File: config.mk
export PLATFORM = sky130hd
export DESIGN_NAME = bitwise_op_pipe
export DESIGN_NICKNAME = d
export VERILOG_FILES = /design/src/rtl/bitwise_pkg.sv /design/src/rtl/bitop_fifo.sv /design/src/rtl/bitwise_op_pipe.sv
export SDC_FILE = /design/constraint.sdc
export NUM_CORES = 1
export LEC_CHECK = 0
export CORE_ASPECT_RATIO = 1.5
export CORE_MARGIN = 2
export CORE_UTILIZATION = 45
export CTS_CLUSTER_DIAMETER = 60
export DETAILED_ROUTE_END_ITERATION = 6
export DONT_BUFFER_PORTS = 1
export SLEW_MARGIN = 10
export SYNTH_ARGS = -nofsm -noshare
export SYNTH_HDL_FRONTEND = slang
export SYNTH_SLANG_ARGS = --single-unit
File: constraint.sdc
create_clock -name clk -period 2.45 [get_ports clk]
set_clock_uncertainty 0.15 [all_clocks]
set_input_delay 0.3675 -clock clk [delete_from_list [all_inputs] [get_ports clk]]
set_output_delay 0.3675 -clock clk [all_outputs]
set_load 0.01 [all_outputs]
File: src/rtl/bitwise_pkg.sv
// Shared definitions for the bitwise operation pipeline: op field width and op encodings.
package bitwise_pkg;

    localparam int OP_W = 2;

    typedef enum logic [OP_W-1:0] {
        OP_AND  = 2'b00,
        OP_OR   = 2'b01,
        OP_XOR  = 2'b10,
        OP_ANDN = 2'b11
    } op_e;

endpackage : bitwise_pkg

File: src/rtl/bitop_fifo.sv
// Small synchronous FIFO holding computed results until the consumer takes them.
// Occupancy is a registered counter, so full/empty never depend on same-cycle push/pop.
module bitop_fifo #(
    parameter int WIDTH = 9,
    parameter int DEPTH = 2
) (
    input  logic             clk,
    input  logic             rst,
    input  logic             push,
    input  logic [WIDTH-1:0] wr_data,
    input  logic             pop,
    output logic             full,
    output logic             empty,
    output logic [WIDTH-1:0] rd_data
);

    localparam int PTR_W = (DEPTH > 1) ? $clog2(DEPTH) : 1;
    localparam int CNT_W = $clog2(DEPTH) + 1;

    logic [WIDTH-1:0] mem [DEPTH];
    logic [PTR_W-1:0] wr_ptr;
    logic [PTR_W-1:0] rd_ptr;
    logic [CNT_W-1:0] count;
    logic             do_push;
    logic             do_pop;

    function automatic logic [PTR_W-1:0] next_ptr(input logic [PTR_W-1:0] ptr);
        if (ptr == PTR_W'(DEPTH - 1)) begin
            return '0;
        end
        return ptr + PTR_W'(1);
    endfunction

    assign full    = (count == CNT_W'(DEPTH));
    assign empty   = (count == '0);
    assign do_push = push && !full;
    assign do_pop  = pop && !empty;

    // Gating the head with empty keeps the output at zero during and after reset.
    assign rd_data = empty ? '0 : mem[rd_ptr];

    always_ff @(posedge clk) begin
        if (do_push) begin
            mem[wr_ptr] <= wr_data;
        end
    end

    always_ff @(posedge clk or posedge rst) begin
        if (rst) begin
            wr_ptr <= '0;
            rd_ptr <= '0;
            count  <= '0;
        end else begin
            if (do_push) begin
                wr_ptr <= next_ptr(wr_ptr);
            end
            if (do_pop) begin
                rd_ptr <= next_ptr(rd_ptr);
            end
            case ({do_push, do_pop})
                2'b10:   count <= count + CNT_W'(1);
                2'b01:   count <= count - CNT_W'(1);
                default: count <= count;
            endcase
        end
    end

endmodule : bitop_fifo

File: src/rtl/bitwise_op_pipe.sv
// Bitwise ALU with an accumulator feedback operand and a buffered result stream.
// Each accepted request's result and zero flag are queued together in bitop_fifo.
module bitwise_op_pipe
    import bitwise_pkg::*;
#(
    parameter int WIDTH      = 8,
    parameter int FIFO_DEPTH = 2
) (
    input  logic             clk,
    input  logic             rst,
    input  logic             in_valid,
    output logic             in_ready,
    input  logic [OP_W-1:0]  op,
    input  logic             use_acc,
    input  logic [WIDTH-1:0] a,
    input  logic [WIDTH-1:0] b,
    input  logic             acc_clr,
    output logic             out_valid,
    input  logic             out_ready,
    output logic [WIDTH-1:0] result,
    output logic             out_zero,
    output logic [WIDTH-1:0] acc_q
);

    logic [WIDTH-1:0] acc;
    logic [WIDTH-1:0] operand_b;
    logic [WIDTH-1:0] op_result;
    logic             accept;
    logic             pop;
    logic             fifo_full;
    logic             fifo_empty;
    logic [WIDTH:0]   head;

    assign in_ready  = !fifo_full;
    assign out_valid = !fifo_empty;
    assign accept    = in_valid && in_ready;
    assign pop       = out_valid && out_ready;
    assign result    = head[WIDTH-1:0];
    assign out_zero  = head[WIDTH];
    assign acc_q     = acc;

    always_comb begin
        operand_b = use_acc ? acc : b;
        op_result = '0;
        case (op_e'(op))
            OP_AND:  op_result = a & operand_b;
            OP_OR:   op_result = a | operand_b;
            OP_XOR:  op_result = a ^ operand_b;
            OP_ANDN: op_result = a & ~operand_b;
            default: op_result = '0;
        endcase
    end

    // A clear wins over the load, but the same-edge operation already saw the old value.
    always_ff @(posedge clk or posedge rst) begin
        if (rst) begin
            acc <= '0;
        end else if (acc_clr) begin
            acc <= '0;
        end else if (accept) begin
            acc <= op_result;
        end
    end

    bitop_fifo #(
        .WIDTH (WIDTH + 1),
        .DEPTH (FIFO_DEPTH)
    ) u_fifo (
        .clk     (clk),
        .rst     (rst),
        .push    (accept),
        .wr_data ({(op_result == '0), op_result}),
        .pop     (pop),
        .full    (fifo_full),
        .empty   (fifo_empty),
        .rd_data (head)
    );

endmodule : bitwise_op_pipe
# ---- Yosys cells after proc, flatten, opt, wreduce, memory -nomap -nowiden
# Memory sizes are Yosys's and may differ from the RTL's.
# Index checks and enable logic that the tools add are counted.
dict set report totals {
  ff_bits 12
  mem_bits_rw 18
  inputBits 24
  output_inout_bits 19
  elab_cells 47
  memories 1
}
dict set report op_classes {
  add_sub_neg 4
  eq_ne 6
  n_mux 16
  bitwise 5
  reduce_logical 11
}
# name depth width rd rd_ports_with_merged_regs wr line
set memory_table {}
lappend memory_table {u_fifo.mem 2 9 1 0 1 bitop_fifo.sv:20} ;# logic [WIDTH-1:0] mem [DEPTH];
# op n
set ops {}
lappend ops {{8-bit one-hot mux with 4 select lines} 1}
lappend ops {{8-bit 2-to-1 mux} 3}
lappend ops {{8-bit bitwise AND} 2}
lappend ops {{1-bit 2-to-1 mux} 10}
lappend ops {{9-bit 2-to-1 mux} 1}
lappend ops {{2-bit == test, second input constant} 4}
lappend ops {{8-bit logical NOT} 1}
lappend ops {{8-bit inverter} 1}
lappend ops {{8-bit OR} 1}
lappend ops {{8-bit XOR} 1}
lappend ops {{2-bit by 1-bit == test with 1-bit output, second input constant} 2}
lappend ops {{1-bit logical AND} 4}
lappend ops {{2-bit logical NOT} 2}
lappend ops {{2-bit one-hot mux with 2 select lines} 1}
lappend ops {{2-bit nonzero test} 2}
lappend ops {{1-bit adder, second input constant} 2}
lappend ops {{2-bit by 1-bit adder with 2-bit output, second input constant} 1}
lappend ops {{1-bit logical NOT} 2}
lappend ops {{2-bit by 1-bit subtractor with 2-bit output, second input constant} 1}

# ---- Logic depth before layout (Yosys ltp)
dict set report logic_depth {
  ltp_word 6
  depth_mapped 8
  mapped_depth_nobuf 7
}

# ---- Cells and area by module
# From an unflattened synthesis, not the netlist that was laid out.
dict set report hier_totals {
  cells_unflattened 178
  hier_area_um2 1886.8
}
# module n_inst cells_per_inst area_each_um2 seq_area_each_um2
set modules_own_cells {}
lappend modules_own_cells {bitwise_op_pipe 1 121 1009.7 200.2}
lappend modules_own_cells {bitop_fifo 1 57 877.1 640.6}

# ---- Worst setup path before layout
# OpenSTA, ideal clock, no wires.
dict set report synth_path {
  path_type {in2reg}
  startpoint {in use_acc}
  endpoint {mem u_fifo.mem[0][8], data pin}
  setup_time_ns 0.159
  arrival_ns 1.658
  required_ns 2.141
  slack_ns 0.483
  cell_stages 8
  n_path_buf 1
  path_cell_list {buf_6 -> mux2i_4 -> ha_1 -> nand2_1 -> a21oi_1 -> a31oi_1 -> nand4_1 -> nor3_2}
}
dict set report synth_between {
  elab_chain_cells 5
  word_cells_on_any_way 8
  cone_classes {mux (2); bitwise (5); reduce/logical (1)}
}
# item line
set synth_lines {}
lappend synth_lines {{start, declared} bitwise_op_pipe.sv:14} ;# input logic use_acc,
lappend synth_lines {{8-bit 2-to-1 mux *} bitwise_op_pipe.sv:43} ;# operand_b = use_acc ? acc : b;
lappend synth_lines {{8-bit inverter} bitwise_op_pipe.sv:49} ;# OP_ANDN: op_result = a & ~operand_b;
lappend synth_lines {{8-bit bitwise AND} bitwise_op_pipe.sv:49}
lappend synth_lines {{8-bit one-hot mux with 4 select lines *} bitwise_op_pipe.sv:45} ;# case (op_e'(op))
lappend synth_lines {{8-bit logical NOT *} bitwise_op_pipe.sv:72} ;# .wr_data ({(op_result == '0), op_result}),
lappend synth_lines {{via u_fifo.wr_data[8]} bitop_fifo.sv:10} ;# input logic [WIDTH-1:0] wr_data,
lappend synth_lines {{end, declared} bitop_fifo.sv:20}
# Mark *: on every way through the listed nets, which the timed path passes. The rest lies on a longest branch.

# ---- Worst setup path in the final report
dict set report layout_path {
  startpoint {reg acc[4], in the netlist acc_q[4]}
  endpoint {mem u_fifo.mem[1][8], data pin}
}
dict set report layout_between {
  elab_chain_cells 5
  word_cells_on_any_way 8
  cone_classes {mux (2); bitwise (5); reduce/logical (1)}
}
# item line
set layout_lines {}
lappend layout_lines {{start, declared} bitwise_op_pipe.sv:25} ;# logic [WIDTH-1:0] acc;
lappend layout_lines {{start signal, assigned} bitwise_op_pipe.sv:61} ;# acc <= op_result;
lappend layout_lines {{8-bit 2-to-1 mux *} bitwise_op_pipe.sv:43}
lappend layout_lines {{8-bit inverter} bitwise_op_pipe.sv:49}
lappend layout_lines {{8-bit bitwise AND} bitwise_op_pipe.sv:49}
lappend layout_lines {{8-bit one-hot mux with 4 select lines *} bitwise_op_pipe.sv:45}
lappend layout_lines {{8-bit logical NOT *} bitwise_op_pipe.sv:72}
lappend layout_lines {{via u_fifo.wr_data[8]} bitop_fifo.sv:10}
# Marked as above.

==> results.rst <==
.. list-table::
   :header-rows: 1

   * - Metric
     - Value
   * - Worst min-delay path category
     - in2reg
   * - Peak per-stage delay on the critical path
     - 0.46 ns
   * - Clock input transition at the sequential cells of the worst setup and hold paths
     - 0.06 ns
   * - Post-route fraction of the period consumed by the critical path
     - 0.816
   * - PnR worst setup slack
     - 0.450 ns
   * - Most common library cells after synthesis
     - 21 x inv_1, 20 x nor2_1, 18 x edfxtp_1, 13 x ha_1, 13 x mux2i_1
   * - Mean Syn Cell Area
     - 10.7 sq um
   * - Initial antenna violation count
     - 0
   * - Most common cell in the synthesized netlist
     - inv_1
   * - Number of clock buffers inserted by TritonCTS
     - 5
   * - Library cell with the largest summed area after synthesis
     - edfxtp_1
   * - Clock Latency Late Sink
     - 0.28 ns
   * - Count of endpoints failing hold in the final timing report
     - 0
   * - Gr usage total
     - 0.161
   * - # resized after CTS
     - 0
   * - Number of synthesized register bits
     - 30
   * - Critical Path Start
     - acc_q[4]$_DFFE_PP0P_
   * - Final non-filler cell total
     - 222
   * - Pre-Repair DR Iteration Count
     - 4
   * - GRT Residual Overflow
     - 0
   * - Placeable core region
     - 3960 sq um
   * - Cell chain of the critical path
     - mux2i_4 > ha_1 > nand2_1 > a21oi_1 > a31oi_1 > nand4_1 > nor3_2
   * - Layout overhead on the synthesized area
     - 8.18%
   * - First-pass GRT wire length
     - 5810 um
   * - Number of enable-type register cells in the synthesized netlist
     - 18
   * - Count of buffers inserted at the top-level ports
     - 0
   * - Static power due to leakage
     - 0.896 nW
   * - Maximum level of the CTS H-tree
     - 2
   * - Category of cells accounting for the largest share of critical-path delay
     - flip-flops
   * - Post-CTS repair timing setup buffer count
     - 0
   * - Net count of the finished layout
     - 213
   * - Area of the mapped netlist
     - 1870 sq um
   * - Number of max-cap violations
     - 0
   * - Transition at the pin with the smallest max-transition slack
     - 0.557 ns
   * - Chip width
     - 56.6 um
   * - Pwr/cell area
     - 978 nW/um^2
   * - Layout cell share with drive strength beyond 1
     - 0.102
   * - Std-Cell Rows
     - 28
   * - DP HPWL
     - 2750 um
   * - Number of cells produced by synthesis
     - 174
   * - Initial cell density of the core
     - 0.472
   * - Peak ir drop on the vdd network
     - 0.461 mV
   * - Clock tree from TritonCTS
     - done
   * - Area of the die
     - 4690 sq um
   * - Clk Tree Root Cell
     - clkbuf_8
   * - Deepest clock path buffer count
     - 2
   * - Cell at the slowest stage of the critical path
     - dfrtp_1
   * - Worst setup slack for register-to-register paths
     - 0.45 ns
   * - Hold bufs inserted after CTS
     - 2
   * - Type of element launching the critical path
     - flip-flop
   * - Required time reported for the critical path endpoint
     - 2.42 ns
   * - Crit path time final
     - 2.00 ns
   * - Largest net degree at the start of global routing
     - 22
   * - Area taken by multi-input logic gates
     - 892 sq um
   * - Routed Antenna Nets
     - 0
   * - Vias per cell
     - 5.54
   * - Share of flip-flops with an asynchronous set or reset
     - 0.400
   * - R2R depth
     - 7
   * - Total buffers and inverters traversed by the critical path
     - 0
   * - Top-level I/O count
     - 43
   * - Synthesis warning total
     - 0
   * - Path length in cells of the critical path
     - 7
   * - Largest cells by area after synthesis
     - edfxtp_1 29%, dfrtp_1 16%, ha_1 8.7%
   * - Vias in the first global route
     - 1291
   * - Die extent in y
     - 82.9 um
   * - Maximum achievable frequency
     - 0.500 GHz
   * - Post-place setup slack
     - 0.355 ns
   * - Area used by sequential logic in the layout
     - 841 sq um
   * - Filler instances
     - 374
   * - Reg-to-reg critical path endpoint
     - u_fifo.mem[1][8]$_DFFE_PP_
   * - Diode count
     - 0
   * - Setup-violating endpoint count in the final report
     - 0
   * - Unique cell type count in the Yosys netlist
     - 31
   * - Number of cells after detailed placement
     - 212
   * - Setup repair after global routing missed its margin
     - no
   * - Routed wire length
     - 3440 um
   * - Classification of the worst setup path
     - reg2reg
   * - Tot Pwr
     - 1.98 mW
   * - Slew Limit Fails
     - 0
   * - Crit path capture type
     - flip-flop
   * - Sequential area share after synthesis
     - 0.450
   * - Summed negative setup slack over all endpoints
     - 0 ns
   * - Residual DRC
     - 0
   * - Run status
     - complete, no violations
   * - Average routed wire per standard cell
     - 15.5 um
   * - Startpoint of the most critical register-to-register path
     - acc_q[4]$_DFFE_PP0P_
   * - Most used flip-flop cell after synthesis
     - edfxtp_1
   * - Violation count after the first detailed-routing iteration
     - 16
   * - Worst slew margin relative to its limit
     - 0.629
   * - Top cell type's share of synthesized area
     - 0.290
   * - Routability-driven placement congestion ratio
     - 0.827
   * - Count of clock tree sinks
     - 30
   * - Critical path peak fanout
     - 3
   * - Via Count
     - 1230
   * - Post-synthesis net count
     - 211
   * - Destination of the critical timing path
     - u_fifo.mem[1][8]$_DFFE_PP_
   * - Worst EP arrival
     - 1.97 ns
[how the worst min path moves through the flow]
stage	slack, ns	to	startpoint	cells past startpoint
floorplan	0.08	acc_q[0]$_DFFE_PP0P_	rst	1
global placement	0.14	u_fifo.wr_ptr$_DFFE_PP0N_	rst	1
detailed placement	0.15	u_fifo.count[1]$_DFFE_PP0P_	rst	1
CTS	0.21	u_fifo.mem[1][3]$_DFFE_PP_	a[3]	2
global route	0.22	u_fifo.mem[0][3]$_DFFE_PP_	a[3]	2
finish	0.22	u_fifo.mem[1][3]$_DFFE_PP_	a[3]	2
[stage by stage]
| step | hold slack, ns | cell area [sq um] | utilization |
|---|---|---|---|
| 6_report | 0.218 | 2020 | 0.510 |
| 5_1_grt | 0.224 | 2020 | 0.510 |
| 4_1_cts | 0.207 | 2020 | 0.510 |
| 3_5_place_dp | 0.153 | 1890 | 0.478 |
| 3_3_place_gp | 0.141 | 1890 | 0.478 |
| 2_1_floorplan | 0.0822 | 1870 | - |
[cells by family after synthesis]
family,Yosys count,synth area share
multiplexers,17,0.118
adder cells (fa/ha/maj),13,0.0871
AND/OR/NAND/NOR,43,0.110
buffers and inverters,31,0.0717
XOR/XNOR,13,0.0610
flip-flops,30,0.450
AO/OA/AOI/OAI,27,0.102
[worst register-to-register path, delay by kind of cell, from the launching register on]
family                   cells  cell delay (ns)
adder cells (fa/ha/maj)      1             0.25
AO/OA/AOI/OAI                2             0.35
flip-flops                   1             0.46
AND/OR/NAND/NOR              3             0.45
multiplexers                 1             0.18
[layout make-up]
class                           count  area share
Sequential cell                    30       0.416
Multi-Input combinational cell    113       0.442
Clock buffer                        5      0.0341
Clock inverter                      3      0.0198
Tap cell                           45      0.0279
Inverter                           21      0.0390
Timing Repair Buffer                5      0.0211
[flip-flops by register name, summed over array words and instances, names as in the netlist]
signal	flops
u_fifo.mem	18
u_fifo.wr_ptr	1
acc_q	8
u_fifo.rd_ptr	1
u_fifo.count	2
[per-layer routing]
layer  global-route usage  vias up  wire, um
li1                     -      601         -
met1                0.167      589      1260
met2                0.279       33      1920
met3               0.0498        7       176
met4               0.0887        0        86
met5                    0        -         0
[layout by cell type (no fill, tap or decap)]
cell	instances
inv_1	21
nor2_1	20
edfxtp_1	18
mux2i_1	13
ha_1	13
dfrtp_1	12
xnor2_1	11
o21ai_0	6
clkbuf_8	5
nand2b_1	4
mux2i_4	4
nand2_1	4
a21oi_1	4
a211oi_1	4
a22oi_1	4
nand3_1	4
o211a_1	4
nor3_1	4
a31oi_1	3
buf_4	3
nand4_1	2
xor2_1	2
clkinv_2	2
dlygate4sd3_1	2
and2_1	1
a31oi_2	1
or2b_2	1
nor2b_1	1
and3_1	1
a41oi_1	1
nor3_2	1
bufinv_16	1
[where the power goes]
group	leakage [nW]	internal [mW]	total (mW)	switching (mW)
Sequential	0.324	0.703	0.837	0.134
Clock	0.0579	0.299	0.486	0.188
Combinational	0.514	0.278	0.652	0.374
Power figures use the tool's default switching activity.
